**src/rtl/ring_timed_multiplier.sv**
```systemverilog
// Unsigned 4x4 shift-and-add multiplier sequenced by a one-hot 6-phase ring counter:
// T5 loads, T4..T1 each do one add/shift step, T0 stores the product.
module ring_timed_multiplier #(
   parameter bit CHECK_ONEHOT = 1'b1
) (
   input  logic       clk,
   input  logic       rstn,
   input  logic [5:0] T,
   input  logic       start,
   input  logic [3:0] a,
   input  logic [3:0] b,
   output logic       busy,
   output logic       done,
   output logic [7:0] product,
   output logic       err
);

   typedef enum logic {
      S_IDLE,
      S_RUN
   } state_t;

   typedef enum logic [1:0] {
      PH_NONE,
      PH_LOAD,
      PH_STEP,
      PH_STORE
   } phase_t;

   state_t     state_q, state_d;
   logic [3:0] a_q, a_d;
   logic [3:0] q_q, q_d;
   logic [3:0] acc_q, acc_d;
   logic       c_q, c_d;
   logic [7:0] product_q, product_d;
   logic       done_q, done_d;
   logic       err_q, err_d;

   logic       legal;
   phase_t     phase;
   logic [4:0] sum;

   // With checking disabled every pattern is treated as legal and the
   // priority decode below resolves multi-hot inputs.
   assign legal = CHECK_ONEHOT ? $onehot(T) : 1'b1;

   always_comb begin
      phase = PH_NONE;
      if (T[5])        phase = PH_LOAD;
      else if (|T[4:1]) phase = PH_STEP;
      else if (T[0])   phase = PH_STORE;
   end

   // C is always zero entering a step, so {C,ACC}+A equals the 5-bit ACC+A.
   assign sum = q_q[0] ? ({c_q, acc_q} + {1'b0, a_q}) : {c_q, acc_q};

   always_comb begin
      // NOTE: every variable gets a default before any branch so no latch is inferred.
      state_d   = state_q;
      a_d       = a_q;
      q_d       = q_q;
      acc_d     = acc_q;
      c_d       = c_q;
      product_d = product_q;
      done_d    = 1'b0;
      err_d     = err_q;

      if (!legal) begin
         err_d   = 1'b1;
         state_d = S_IDLE;
      end else begin
         case (state_q)
            S_IDLE: begin
               if (phase == PH_LOAD && start) begin
                  a_d     = a;
                  q_d     = b;
                  acc_d   = 4'd0;
                  c_d     = 1'b0;
                  state_d = S_RUN;
               end
            end
            S_RUN: begin
               case (phase)
                  PH_LOAD: begin
                     // Ring restarted mid-operation: abandon without a result.
                     state_d = S_IDLE;
                     if (CHECK_ONEHOT) err_d = 1'b1;
                  end
                  PH_STEP: {c_d, acc_d, q_d} = {sum, q_q} >> 1;
                  PH_STORE: begin
                     product_d = {acc_q, q_q};
                     done_d    = 1'b1;
                     state_d   = S_IDLE;
                  end
                  default: ;
               endcase
            end
            default: state_d = S_IDLE;
         endcase
      end
   end

   always_ff @(posedge clk or negedge rstn) begin
      if (!rstn) begin
         state_q   <= S_IDLE;
         a_q       <= 4'd0;
         q_q       <= 4'd0;
         acc_q     <= 4'd0;
         c_q       <= 1'b0;
         product_q <= 8'd0;
         done_q    <= 1'b0;
         err_q     <= 1'b0;
      end else begin
         // NOTE: non-blocking assignments so all registers update together on the edge.
         state_q   <= state_d;
         a_q       <= a_d;
         q_q       <= q_d;
         acc_q     <= acc_d;
         c_q       <= c_d;
         product_q <= product_d;
         done_q    <= done_d;
         err_q     <= err_d;
      end
   end

   assign busy    = (state_q == S_RUN);
   assign done    = done_q;
   assign product = product_q;
   assign err     = CHECK_ONEHOT ? err_q : 1'b0;

endmodule

```
**config.mk**
```make
export PLATFORM = sky130hd
export DESIGN_NAME = ring_timed_multiplier
export DESIGN_NICKNAME = d
export VERILOG_FILES = /design/src/rtl/ring_timed_multiplier.sv
export SDC_FILE = /design/constraint.sdc
export NUM_CORES = 1
export LEC_CHECK = 0
export ABC_AREA = 1
export CAP_MARGIN = 20
export CORE_ASPECT_RATIO = 0.6
export CORE_MARGIN = 2
export CORE_UTILIZATION = 47
export CTS_BUF_LIST = sky130_fd_sc_hd__clkbuf_4 sky130_fd_sc_hd__clkbuf_8
export DETAILED_ROUTE_END_ITERATION = 10
export DONT_BUFFER_PORTS = 1
export HOLD_SLACK_MARGIN = 0.03
export PLACE_DENSITY_LB_ADDON = 0.08
export SLEW_MARGIN = 20
export SYNTH_ARGS = -nofsm -noshare
export SYNTH_HDL_FRONTEND = slang
export SYNTH_SLANG_ARGS = --single-unit
```
**constraint.sdc**
```tcl
create_clock -name clk -period 2.2 [get_ports clk]
set_clock_uncertainty 0.1 [all_clocks]
set_input_delay 0 -clock clk [delete_from_list [all_inputs] [get_ports clk]]
set_output_delay 0 -clock clk [all_outputs]
set_load 0.02 [all_outputs]
```
=== After elaboration in Yosys (flattened, before gate mapping) ===
Cells that the tools add are included.

* Register bits after elaboration: 24
* Input bits: 17
* Output and inout bits: 11
* Word-level logic and storage cells: 53

* Add/sub/neg operators: 6
* Equal/unequal tests: 8
* Mux-type cells: 23
* Bitwise logic cells: 1
* Reduce and logical (&&, ||, !) cells: 7

{| class="wikitable"
|+ Operators by type and width
! operator !! number
|-
| 2-to-1 mux 4 bit || 4
|-
| one-hot mux 4 bit (2 select lines) || 2
|-
| 2-to-1 mux 1 bit || 11
|-
| AND reduction 3 bit || 3
|-
| adder 1 x 1 -> 2 bit || 3
|-
| 2-to-1 mux 2 bit || 3
|-
| adder 5 x 4 -> 5 bit || 1
|-
| 2-to-1 mux 5 bit || 1
|-
| == test 2 bit (second input constant) || 2
|-
| inequality test 2 x 1 -> 1 bit (second input constant) || 2
|-
| inequality test 2 bit (second input constant) || 2
|-
| one-hot mux 1 bit (2 select lines) || 2
|-
| OR reduction 4 bit || 1
|-
| adder 2 x 2 -> 3 bit || 1
|-
| adder 3 x 2 -> 3 bit || 1
|-
| == test 3 x 1 -> 1 bit (second input constant) || 1
|-
| == test 2 x 1 -> 1 bit (second input constant) || 1
|-
| AND reduction 2 bit || 1
|-
| OR reduction 2 bit || 1
|-
| logical AND 1 bit || 1
|-
| NOT 1 bit || 1
|}

=== Longest topological paths before layout ===
Gate-level depths: netlist of the first run.

* Depth in word-level cells: 8
* Gate-level depth with buffers: 14
* Gate-level depth less buffers: 13

=== Worst setup path after synthesis of the first run ===
OpenSTA, ideal clock, no wires.

* Path kind: input to register
* From: input T[0]
* To: register product_q[5] (netlist: product[5])
* Library setup time: 121 ps
* Data arrival time: 2312 ps
* Data required time: 1979 ps
* Path slack: -333 ps
* Stages: 13
* Path buffers: 1
* Cell sequence: inv_1 -> fa_1 -> fa_1 -> inv_1 -> ha_1 -> fa_1 -> inv_1 -> nand3_1 -> inv_2 -> nand3_4 -> buf_6 -> nand2_2 -> o21ai_2

* Word-level cells in the longest chain between the ends: 5
* Elaborated cells on any way between the ends: 9
* Classes of those cells: add/sub: 3; eq/ne: 2; mux: 3; reduce/logical: 1

{| class="wikitable"
|+ Ends and longest elaborated chain
! item !! RTL line !! RTL
|-
| start, declared || 8 || <nowiki>input logic [5:0] T,</nowiki>
|-
| adder 1 x 1 -> 2 bit (not written as such) or 2-to-1 mux 2 bit (tied branches) || 45, 51 ||
|-
| adder 2 x 2 -> 3 bit (not written as such) or 2-to-1 mux 2 bit (tied branches) || 45, 50 ||
|-
| adder 3 x 2 -> 3 bit (not written as such) or 2-to-1 mux 2 bit (tied branches) || 45, 49 ||
|-
| == test 3 x 1 -> 1 bit or == test 2 bit (tied branches) || 45, 83 ||
|-
| AND reduction 3 bit (no line) * || n/a ||
|-
| end signal, assigned || 120 || <nowiki>product_q <= product_d;</nowiki>
|-
| end, declared || 35 || <nowiki>logic [7:0] product_q, product_d;</nowiki>
|}

Every way passes the cells marked *; elsewhere a longest branch is shown, timed or not.
A chain may end at the register's enable or synchronous reset.

=== Final worst setup path of the first run ===
* From: input T[3]
* To: register q_q[3]

* Word-level cells in the longest chain between the ends: 7
* Elaborated cells on any way between the ends: 13
* Classes of those cells: add/sub: 3; eq/ne: 5; mux: 2; reduce/logical: 3

{| class="wikitable"
|+ Ends and longest elaborated chain
! item !! RTL line !! RTL
|-
| parallel branches: the longest is 6 deep, another holds adder 2 x 2 -> 3 bit || n/a ||
|-
| AND reduction 3 bit (no line) * || n/a ||
|-
| end signal, assigned || 117 || <nowiki>q_q <= q_d;</nowiki>
|-
| end, declared || 32 || <nowiki>logic [3:0] q_q, q_d;</nowiki>
|}

Mark *: on every way between the ends.

==> results_dict.tcl, run 1 <==
set metrics [dict create \
    drc 0 \
    reg2reg_slack_ns 0.51 \
    die_w_microns 73.8 \
    drtPass1Iterations 4 \
    drive_above_1_share_pct 33.9 \
    worstSkewPairLatency_ns 0.26 \
    hpwl_microns 1910 \
    critical_path_class "in2reg" \
    hold_violations 0 \
    via_per_inst 4.84 \
    violations "setup timing" \
    hp-class "in2reg" \
    path_cells "inv_8 > fa_1 > fa_1 > inv_1 > ha_2 > fa_1 > inv_2 > nand3_4 > nor2_4 > nand3_4 > buf_6 > clkinv_8 > nand2_2 > o21ai_2" \
    cts_buffers 3 \
    worstSetupEndpointType "flop" \
    place_ws_ns -0.388 \
    synth_seq_cells 23 \
    dp.cells 191 \
    dr.first_iter.drc_count 32 \
    stdcell_count 219 \
    worstPathArrival_ns 2.43 \
    clock_sinks 23 \
    cp_num_buf_inv 5 \
    finalMaxSlewViolations 0 \
    hold_end "busy" \
    fin_nets 204 \
    core.rowCount 15 \
    wl_microns 3050 \
    nFillCells 251 \
    grt_overflow 0 \
    ys_seq_area_share_pct 41.9 \
    die_height_microns 45.9 \
    worstPathRequired_ns 2.30 \
    rr_endpoint "q_q[3]" \
    fin_setup_tns_ns -1.74 \
    synth_cell_types 24 \
    cts_max_level 1 \
    wl_met3_microns 148 \
    avgSynthCellArea_sq_um 9.10 \
    grt_setup_unrepaired "true" \
    start_kind "input port" \
    postLayoutCoreUtil_pct 62.4 \
    highest_layer "met4" \
    ir_worst_vdd_mv 0.635 \
    min_path_cells 4 \
    clockBufferDepth 2 \
    path_clk_slew_ns 0.08 \
    worst-r2r-cell-count 7 \
    cts_tree "yes" \
    grt_max_degree 24 \
    cpMostUsedCell "fa_1" \
    hold_path.startpoint "T[4]" \
    grt_pass1_wl_microns 4760 \
    syn-num-nets 177 \
    p_per_area_nw_per_um2 824 \
    met1_length_microns 1410 \
    place_congestion 0.767 \
    track_usage_pct 18.8 \
    regArea_sq_um 576 \
    diodes 0 \
    relSlewSlack_pct 64.5 \
    netlist_instances 151 \
    fin_hold_ws_ns 0.0592 \
    antenna_found_initial 0 \
    io_pins 28 \
    fin_crit_ns 2.34 \
    wl_met2_microns 1490 \
    fmax_mhz 428 \
    max_stage_delay_ns 0.50 \
    port_buffers 0 \
    yosys_warnings 0 \
    clockRootBuffer "clkbuf_8" \
    cap_violations 0 \
    setup_ws_ns -0.136 \
    via_count 1060 \
    initial_core_util_pct 48.5 \
    synth_area_sq_um 1370 \
    ant_nets 0 \
    grt_pass1_vias 1039 \
    timing.rr.start "busy" \
    syn_to_final_growth_pct 28.8 \
    wire_per_inst_microns 13.9 \
    tightest_slew_ns 0.532 \
    multi_input_area_sq_um 718 \
    fin_crit_sh_pct 106 \
    total_leakage_power_uw 0.000828 \
    crit_slowest_cell "fa_1" \
    core_region_area_sq_um 2830 \
    critPathTopFamily "adder cells" \
    outcome "finished, violations left" \
    critPathMaxFanout 6 \
    die-area_sq_um 3390 \
    finalSetupViolCount 21 \
]
==> placed cells by master, fill, tap and decap left out, drive strengths merged <==
cell type    count
dlygate4sd3     17
a21oi            5
nor4             1
dfrtp           23
nand3b           1
o21ai           25
nor2             6
fa               4
nand4            2
inv             31
ha               5
clkbuf           3
clkinv           2
nand3            9
nand2           36
xor2             1
buf              6
==> synthesized netlist by cell type <==
cell type / count / area (sq um)
nor2_2: 2 / 12.5
xor2_1: 1 / 8.76
buf_6: 1 / 11.3
a21oi_1: 5 / 25.0
ha_1: 5 / 62.6
nand3_1: 6 / 30.0
dfrtp_1: 23 / 576
nor2_4: 1 / 11.3
nand3b_1: 1 / 7.51
inv_4: 1 / 6.26
inv_2: 3 / 11.3
nand2_1: 30 / 113
buf_12: 1 / 20.0
nor2_1: 3 / 11.3
buf_4: 1 / 7.51
inv_1: 27 / 101
nor4_1: 1 / 6.26
nand3_4: 2 / 35.0
nand2_2: 6 / 37.5
nand4_1: 1 / 6.26
fa_1: 4 / 80.1
o21ai_0: 10 / 50.1
nand4_2: 1 / 12.5
o21ai_2: 15 / 131
==> worst max-delay path by stage <==
stage	to	start	cells after the start
2_1_floorplan	product[5]	T[3]	13
3_3_place_gp	product[7]	T[3]	12
3_5_place_dp	product[0]	T[0]	12
4_1_cts	product[0]	T[3]	12
5_1_grt	q_q[2]	T[3]	14
6_report	q_q[3]	T[3]	14
==> kinds of logic after synthesis <==
kind of cell | Yosys count | synth area share [%]
simple gates | 54 | 20.6
buf+inv | 34 | 11.5
compound gates | 30 | 15.0
flops | 23 | 41.9
fa+ha+maj | 9 | 10.4
xor+xnor | 1 | 0.638
==> state kept, by name, summed over array words and instances (netlist names) <==
name     count
acc_q        4
err          1
busy         1
q_q          4
a_q          4
product      8
done         1
==> area by class of cell <==
type                            count  area share [%]
Inverter                           31            7.99
Sequential cell                    23            32.5
Clock buffer                        3            2.33
Clock inverter                      1           0.283
Timing Repair inverter              1           0.636
Timing Repair Buffer               23            12.7
Multi-Input combinational cell     95            40.6
Tap cell                           42            2.97
==> per-layer routing <==
layer | track usage [%] | vias up
li1 | - | 530
met1 | 24.5 | 503
met2 | 32.1 | 25
met3 | 5.75 | 2
met4 | 2.18 | 0
met5 | 0 | -
==> repair_timing <==
action,4_1_cts,5_1_grt
resized for setup,6,23
buffers inserted,1,4
gates cloned,1,1
setup endpoints to repair,20,23
pin swaps,0,1
hold buffers,17,1
hold endpoints to repair,33,23
==> stage by stage <==
stage	instance area, sq um	total power [uW]
2_1_floorplan	1390	992
3_3_place_gp	1410	1070
3_5_place_dp	1410	1090
4_1_cts	1670	1410
5_1_grt	1770	1580
6_report	1770	1460
==> tightest hold or removal path: stages <==
cell	delay, ns
nor2_2	0.03
nand3_1	0.15
inv_1	0.07
a21oi_2	0.13
==> report_power, final <==
| part | leakage, uW | switching (uW) | internal (uW) |
|---|---|---|---|
| registers | 0.000298 | 67.8 | 522 |
| logic | 0.000504 | 362 | 246 |
| clock network | 0.0000255 | 134 | 126 |
| total | 0.000828 | 564 | 894 |
Note: power is estimated with default switching activity, not from simulation.
==> inputs of run 2 (changes only) <==
--- a/config.mk
+++ b/config.mk
@@ -10,9 +10,10 @@
 export CORE_ASPECT_RATIO = 0.6
 export CORE_MARGIN = 2
 export CORE_UTILIZATION = 47
-export CTS_BUF_LIST = sky130_fd_sc_hd__clkbuf_4 sky130_fd_sc_hd__clkbuf_8
+export CTS_BUF_LIST = sky130_fd_sc_hd__clkbuf_8
 export DETAILED_ROUTE_END_ITERATION = 10
 export DONT_BUFFER_PORTS = 1
+export GPL_TIMING_DRIVEN = 0
 export HOLD_SLACK_MARGIN = 0.03
 export PLACE_DENSITY_LB_ADDON = 0.08
 export SLEW_MARGIN = 20
==> run 2 against run 1 <==
Compared with the run above:
- the run still ends with setup timing left
- maximum frequency down 0.36%
- first-iteration DRC count up 110%
- final cell count up 0.91%
- setup slack worse by 0.0084 ns
- clock power about the same
- global-route usage down 0.39 points
- non-clock buffer count up 4
- sequential power about the same
- via count up 2.2%
- critical path type unchanged
- largest power group is now registers
==> results_dict.tcl, run 2 (synthesis gave the netlist of run 1 again) <==
set metrics [dict create \
    outcome "finished, violations left" \
    violations "setup timing" \
    final_common_cell "nand2_1" \
    cap_violations 0 \
    via_per_inst 4.90 \
    worstPathArrival_ns 2.44 \
    netSwitchingFraction_pct 37.8 \
    finalSetupViolCount 17 \
    stdcell_count 221 \
    grt_overflow 0 \
    mostFrequentLayoutCells "29 x nand2_1, 23 x inv_1, 23 x dfrtp_1, 19 x dlygate4sd3_1, 15 x o21ai_2" \
    p_total_uw 1430 \
    core_region_area_sq_um 2830 \
    hold_violations 0 \
    critPathMaxFanout 8 \
    ir_worst_vdd_mv 0.434 \
    hpwl_microns 1890 \
    regArea_sq_um 576 \
    setup_ws_ns -0.144 \
    tightest_slew_ns 0.520 \
    clockBufferDepth 2 \
    cts_max_level 1 \
    finalMaxSlewViolations 0 \
    die_w_microns 73.8 \
    nFillCells 241 \
    place_area_sq_um 1450 \
    drc 0 \
    cts_buffers 3 \
    largest_reg_flops 8 \
    fin_crit_ns 2.34 \
    grt_setup_unrepaired "true" \
    antenna_found_initial 0 \
    total_leakage_power_uw 0.000846 \
    worstSkewPairLatency_ns 0.26 \
    wl_microns 2870 \
    power.share.clock_pct 18.3 \
    port_buffers 0 \
    critical_path_class "in2reg" \
    grt_pass1_vias 1028 \
    path_cells "inv_8 > fa_1 > fa_1 > inv_1 > ha_2 > fa_1 > inv_2 > nand3_4 > inv_4 > nand3_4 > clkbuf_16 > o21ai_2" \
    relSlewSlack_pct 65.3 \
    wire_per_inst_microns 13.0 \
    ant_nets 0 \
    p_sw_uw 541 \
    max_stage_delay_ns 0.50 \
    io_pins 28 \
    via_count 1083 \
    hp-class "in2reg" \
    fmax_mhz 427 \
    dp.cells 193 \
    cpMostUsedCell "fa_1" \
    drive_above_1_share_pct 29.6 \
    fin_area_sq_um 1790 \
    initial_core_util_pct 48.5 \
    place_congestion 0.768 \
    path_clk_slew_ns 0.08 \
    drtPass1Iterations 4 \
    dr.first_iter.drc_count 66 \
    diodes 0 \
    pwr-share-comb_pct 40.6 \
    postLayoutCoreUtil_pct 63.0 \
    worstPathRequired_ns 2.30 \
    worstSetupEndpointType "flop" \
    fin_crit_sh_pct 107 \
    clock_sinks 23 \
    crit_slowest_cell "fa_1" \
    track_usage_pct 18.4 \
    seqPwrFrac_pct 41.1 \
    clockRootBuffer "clkbuf_8" \
    grt_max_degree 24 \
    multi_input_area_sq_um 693 \
    die_height_microns 45.9 \
    start_kind "input port" \
    p_int_uw 891 \
    die-area_sq_um 3390 \
    fin_nets 206 \
    cts_tree "yes" \
    syn_to_final_growth_pct 30.1 \
    grt_pass1_wl_microns 4650 \
    core.rowCount 15 \
    place_ws_ns -0.410 \
    p_per_area_nw_per_um2 801 \
]
==> run 2: cell types whose count changed in the layout (fill, tap and decap cells not counted), moves of 2 or more <==
cell / change
buf_12: +2
buf_4: +2
buf_6: -3
dlygate4sd3_1: +2
inv_4: +2
nand2_1: +7
nand2_2: -9
nand2_4: +2
==> run 2: critical path: cells and delay by family <==
family	cells	cell delay (ns)
fa+ha+maj	4	1.61
buf+inv	5	0.46
simple gates	2	0.24
compound gates	1	0.12
==> run 2: power groups by stage <==
stage               registers [uW]  logic, uW  clock network, uW
finish                         589        581                262
CTS                            590        545                273
detailed placement             598        492                  0
global placement               597        479                  0
floorplan                      578        414                  0
global route                   604        661                295
==> run 2: metrics by stage <==
step / TNS (ns) / hold slack, ns
finish: -1.97 / 0.0734
global route: -3.09 / 0.0995
CTS: -2.00 / 0.0330
detailed placement: -7.75 / -0.395
global placement: -6.89 / -0.395
floorplan: -3.95 / -0.396
==> run 2: path summary, 6_finish.rpt <==
path	to	slack, ns	startpoint	cells past startpoint
setup / recovery	product[0]	-0.14	T[3]	12
hold / removal	busy	0.07	T[3]	4
setup reg to reg	q_q[2]	0.18	busy	9
hold reg to reg	a_q[2]	0.41	a_q[2]	2
max in group asynchronous	acc_q[0]	1.48	rstn	2
min in group asynchronous	a_q[0]	0.17	rstn	2
==> run 2: repair_timing <==
action / in CTS / in global routing
hold buffers: 19 / 1
setup buffers: 2 / 1
resized for setup: 1 / 15
pin swaps: 2 / 4
setup endpoints to repair: 20 / 22
hold endpoints to repair: 34 / 23
gates cloned: 0 / 1
==> run 2: final cells by class <==
type	count	share of cell area, %
repair buffers	24	13.6
clock inverters	1	0.280
flip-flops and latches	23	32.2
inverters	31	7.21
plain buffers	3	2.66
multi-input cells	94	38.8
clock buffers	3	2.31
well taps	42	2.94
==> run 2: per-layer routing <==
metal  vias up  wire length [microns]  track usage (%)
met4         0                     26             4.36
met2        36                   1310             28.9
met1       508                   1370             25.2
met5         -                      0                0
met3         4                    165             5.31
li1        535                      -                -
